File: config.mk
export PLATFORM = sky130hd
export DESIGN_NAME = div_unit
export DESIGN_NICKNAME = d
export VERILOG_FILES = /design/src/rtl/div_unit.sv
export SDC_FILE = /design/constraint.sdc
export NUM_CORES = 1
export LEC_CHECK = 0
export CELL_PAD_IN_SITES_DETAIL_PLACEMENT = 1
export CELL_PAD_IN_SITES_GLOBAL_PLACEMENT = 2
export CORE_ASPECT_RATIO = 0.7
export CORE_UTILIZATION = 35
export CTS_CLUSTER_DIAMETER = 150
export CTS_CLUSTER_SIZE = 12
export DETAILED_ROUTE_END_ITERATION = 12
export GPL_ROUTABILITY_DRIVEN = 0
export PLACE_DENSITY = 0.85
export REMOVE_ABC_BUFFERS = 1
export SLEW_MARGIN = 20
export SYNTH_ARGS = -nofsm -noshare
export SYNTH_HDL_FRONTEND = slang
export SYNTH_SLANG_ARGS = --single-unit
File: constraint.sdc
create_clock -name clk -period 7.4 [get_ports clk]
set_input_delay 1.48 -clock clk [delete_from_list [all_inputs] [get_ports clk]]
set_output_delay 1.48 -clock clk [all_outputs]
set_load 0.01 [all_outputs]
File: src/rtl/div_unit.sv
// Multi-cycle radix-2 restoring divider for MIPS DIV/DIVU in the E stage.
// Stalls the pipeline while busy and delivers {HI=remainder, LO=quotient}.
module div_unit #(
  parameter int WIDTH = 32,
  parameter int CNT_W = 5
) (
  input  logic               clk,
  input  logic               rst,
  input  logic               start,
  input  logic               signed_div,
  input  logic [WIDTH-1:0]   opdata_a,
  input  logic [WIDTH-1:0]   opdata_b,
  input  logic               annul,
  output logic [2*WIDTH-1:0] result,
  output logic               ready,
  output logic               div_stall
);

  typedef enum logic [1:0] {
    IDLE,
    BUSY,
    DONE
  } stateT;

  stateT              state;
  logic [CNT_W-1:0]   counter;
  logic [WIDTH-1:0]   divisorReg;
  logic [WIDTH-1:0]   quotReg;
  logic [WIDTH-1:0]   remReg;
  logic               signQ;
  logic               signR;
  logic [2*WIDTH-1:0] finalReg;
  logic [2*WIDTH-1:0] lastResult;

  logic               aNeg;
  logic               bNeg;
  logic [WIDTH-1:0]   absA;
  logic [WIDTH-1:0]   absB;
  logic [WIDTH:0]     shifted;
  logic [WIDTH:0]     trial;
  logic               qBit;
  logic [WIDTH-1:0]   nextRem;
  logic [WIDTH-1:0]   nextQuot;
  logic [WIDTH-1:0]   fixedQuot;
  logic [WIDTH-1:0]   fixedRem;

  assign aNeg = signed_div & opdata_a[WIDTH-1];
  assign bNeg = signed_div & opdata_b[WIDTH-1];
  assign absA = aNeg ? -opdata_a : opdata_a;
  assign absB = bNeg ? -opdata_b : opdata_b;

  // quotReg shifts dividend bits out of the top while quotient bits enter at the bottom
  assign shifted   = {remReg, quotReg[WIDTH-1]};
  assign trial     = shifted - {1'b0, divisorReg};
  assign qBit      = ~trial[WIDTH];
  assign nextRem   = qBit ? trial[WIDTH-1:0] : shifted[WIDTH-1:0];
  assign nextQuot  = {quotReg[WIDTH-2:0], qBit};
  assign fixedQuot = signQ ? -nextQuot : nextQuot;
  assign fixedRem  = signR ? -nextRem : nextRem;

  always_ff @(posedge clk) begin
    if (rst) begin
      state      <= IDLE;
      counter    <= '0;
      divisorReg <= '0;
      quotReg    <= '0;
      remReg     <= '0;
      signQ      <= 1'b0;
      signR      <= 1'b0;
      finalReg   <= '0;
      lastResult <= '0;
    end else if (annul) begin
      state <= IDLE;
    end else begin
      case (state)
        IDLE: begin
          if (start) begin
            divisorReg <= absB;
            quotReg    <= absA;
            remReg     <= '0;
            signQ      <= aNeg ^ bNeg;
            signR      <= aNeg;
            counter    <= '0;
            if (opdata_b == '0) begin
              finalReg <= {opdata_a, {WIDTH{1'b1}}};
              state    <= DONE;
            end else begin
              state <= BUSY;
            end
          end
        end
        BUSY: begin
          remReg  <= nextRem;
          quotReg <= nextQuot;
          if (counter == CNT_W'(WIDTH - 1)) begin
            finalReg <= {fixedRem, fixedQuot};
            state    <= DONE;
          end else begin
            counter <= counter + 1'b1;
          end
        end
        DONE: begin
          lastResult <= finalReg;
          state      <= IDLE;
        end
        default: state <= IDLE;
      endcase
    end
  end

  // An annul in the DONE cycle suppresses both the ready pulse and the result update
  assign ready     = (state == DONE) & ~annul & ~rst;
  assign result    = ready ? finalReg : lastResult;
  assign div_stall = start & ~ready & ~annul & ~rst;

endmodule

==> run metrics <==
Post-synth EDFFs=0; xor and xnor area share after synthesis=0.0823; I/O pins=about 140; vias in the first global route=~14000; Avg Synthesized Cell Area=about 8.0 um2; Placeable Area=40200 um2; Die Wd=~240 um; CP Max Fanout=8; outcome=completed; Worst setup EP type=register; DIE AREA=42100 um2; final worst path period need=5.80 ns; multiplexer share of the synthesized area=0.0697; Max Freq=~170 MHz; peak supply drop=~0.11 mV; HPWL after DPL=~34 mm; Setup Buffers After CTS=0; CP cell instances=inv_1 > ha_1 > fa_1 > nand2b_1 > a211o_1 > a21oi_1 > a21oi_1 > o31a_1 > xor2_4 > nor2_1 > a21oi_1 > ha_1 > nor4bb_1 > buf_4 > nand2_1 > nor4b_1 > o22ai_1 > or4_1 > a31o_1 > a211oi_2; Distinct cells, synth=81; effective utilization at floorplan=0.359; # hold bufs at CTS=0; layout cell share with drive strength beyond 1=0.0832; Pins Over Slew Limit=0; DR vias/cell=approximately 5.8; DR WL/cell=between 15 and 20 um; max incr delay on CP=between 0.5 and 0.6 ns; CTS tree=built; FP Rows=61; CTS Root Cell=clkbuf_16; routed wire length=between 40 and 50 mm; Static Leak=6.17 nW; Tcrit/Tclk final=0.783; Synth Area in Compound Gates=0.252; Most used DFF post-synth=dfxtp_1; IO buf count=134; post-place instance area=16200 um2; post-route cell area=between 15000 and 20000 um2; total power=between 2 and 3 mW; DR vias=roughly 14000; Ys Warns=0; max cap viols=0; Area growth, synth to finish=16.2%; startpoint types=register; worst clock skew=~0.015 ns; clock sink count=233; Worst Path Required=roughly 7.8 ns; Cells after Synth=1801; grt ovf=0; cts bufs inserted=23; pin count of the biggest net entering global routing=between 100 and 150; clk buf depth=3; Antenna Nets Post-Route=0; RSZ-0062 raised after global routing=false; Clock transition at path regs=around 0.070 ns; final hold viol count=0; CP Buf/Inv Count=2; Netlist Area Pre-Place=14500 um2; CP dominant cell by count=a21oi_1; initial antenna violation count=0; final setup vio count=0; first-pass GRT wire length=between 70 and 80 mm; Seq/Total Area, Yosys=0.323; clock latency at the later pin of the worst-skew pair=~0.53 ns; CP max-delay cell=or4_1; hold crit path type=register to register; DRC viols=0; Setup TNS=0 ns; Post-Synth Simple-Gate Area=0.192; Data arrival, critical path=6.24 ns; critical path class=register to register; Slew headroom=0.242; htree depth=1; Top delay family on crit path=compound AO/OA/AOI/OAI gates; DRT iter0 DRCs=~970; Die H=roughly 170 um; asr flop ratio synth=0; Power Dens Cells=between 150 and 200 nW/um2; hold_ws=between 0.4 and 0.5 ns; Layout Nets=just under 2000; DR pass1 iterations=5; GRT Total Usage=0.222; final core occ=0.418; Post-CTS Resized=0; Antenna diodes=0; Yosys reg bits=233; area share of fa/ha/maj cells after synthesis=0.0343; main combinational cell family by area after synthesis=compound AO/OA/AOI/OAI gates; Worst-Margin Slew=1.13 ns
sequential cells by signal, indices dropped and copies added (netlist names):
signal	flops
state	2
signQ	1
counter	5
remReg	32
signR	1
divisorReg	32
quotReg	32
lastResult	64
finalReg	64
power breakdown:
group / leakage (nW) / total, mW / internal, mW / switching (mW)
Sequential: 1.89 / 1.31 / 1.28 / 0.0269
Clock: 0.288 / 1.05 / 0.549 / 0.499
Combinational: 3.99 / 0.536 / 0.196 / 0.340
per-stage QoR:
step                      cells  setup WS [ns]
after global placement     2363           1.92
final                      2387           1.60
after floorplan            1673          -4.62
after detailed placement   2363           1.74
after global routing       2387           1.29
after CTS                  2387           1.66
layout make-up:
class | instances | area, um2
Inverter | 47 | 176
Timing Repair Buffer | 155 | 1530
Sequential cell | 233 | 4670
Multi-Input combinational cell | 1393 | 9180
Clock inverter | 1 | 8.76
Tap cell | 535 | 669
Fill cell | 4708 | 23400
Clock buffer | 23 | 576
metal layers:
metal | up-vias | global-route usage | part of all wire
met5 | - | 0.00353 | 0
met4 | 0 | 0.0416 | 0.015
met3 | 49 | 0.0318 | 0.044
met2 | 243 | 0.346 | 0.43
met1 | 6814 | 0.325 | 0.51
li1 | 6657 | - | -
placed cells by master, fill, tap and decap left out, types with 5 or more instances in the layout:
cell	count
or3_1	18
a22o_1	65
o41ai_1	11
and3_1	12
nor3_1	50
inv_1	47
nand4_1	11
nand2_1	137
o211ai_1	17
clkbuf_16	23
o31ai_1	20
nor3b_1	5
and2_1	14
nand3_1	26
dfxtp_1	232
nor2b_1	6
buf_4	19
xor2_1	71
mux2i_1	14
nand2b_1	10
a221oi_1	5
a31oi_1	19
o21ai_0	74
nor4_1	13
mux2_2	77
a21oi_1	123
o21a_1	5
o22ai_1	11
or4_1	8
nor2_1	249
or2_2	5
a22oi_1	18
ha_1	38
and4_1	7
a311oi_1	24
a21o_1	13
xnor2_1	63
a211oi_1	78
clkdlybuf4s50_1	133
final timing paths:
path | start | to | slack (ns) | cells after the start
worst max-delay path | quotReg[31] | finalReg[50] | 1.60 | 20
worst min-delay path | divisorReg[31] | divisorReg[31] | 0.46 | 2
worst max register to register | quotReg[31] | finalReg[50] | 1.60 | 20
worst min register to register | divisorReg[31] | divisorReg[31] | 0.46 | 2
logic make-up after synthesis:
group                    count (synthesis)
multiplexers                            91
AND/OR/NAND/NOR                        598
flip-flops                             233
buffers and inverters                  175
AO/OA/AOI/OAI                          530
XOR/XNOR                               135
adder cells (fa/ha/maj)                 39
tightest hold or removal path: stages, from the launching register on:
cell and delay, ns:
dfxtp_1 0.31, nand2_1 0.05, a21oi_1 0.05
cell usage after synthesis, types with 5 or more instances:
| master | number | area, um2 |
|---|---|---|
| nor3b_1 | 5 | 37.5 |
| xor2_1 | 71 | 622 |
| dfxtp_1 | 233 | 4660 |
| o211ai_1 | 17 | 128 |
| a22oi_1 | 18 | 135 |
| a22o_1 | 65 | 569 |
| mux2_2 | 77 | 867 |
| nor2_1 | 252 | 946 |
| o21ai_1 | 5 | 25.0 |
| xnor2_1 | 63 | 552 |
| nor2b_1 | 7 | 43.8 |
| clkbuf_1 | 106 | 398 |
| and2_1 | 14 | 87.6 |
| a311oi_1 | 24 | 210 |
| o31ai_1 | 20 | 150 |
| mux2i_1 | 14 | 140 |
| and4_1 | 7 | 61.3 |
| ha_1 | 38 | 475 |
| inv_1 | 47 | 176 |
| buf_2 | 17 | 85.1 |
| or3_1 | 18 | 113 |
| nor4_1 | 13 | 81.3 |
| o22ai_1 | 11 | 68.8 |
| a31oi_1 | 19 | 119 |
| a211oi_1 | 79 | 593 |
| nand2_1 | 137 | 514 |
| o41ai_1 | 11 | 96.3 |
| o21a_1 | 5 | 37.5 |
| a21oi_1 | 123 | 616 |
| or4_1 | 8 | 60.1 |
| nand4_1 | 11 | 68.8 |
| or2_2 | 5 | 31.3 |
| nand2b_1 | 11 | 68.8 |
| nor3_1 | 51 | 255 |
| nor4b_1 | 5 | 43.8 |
| and3_1 | 12 | 75.1 |
| o21ai_0 | 74 | 370 |
| a221oi_1 | 5 | 43.8 |
| nand3_1 | 26 | 130 |
| a21o_1 | 13 | 97.6 |
Note: power is estimated with default switching activity, not from simulation.
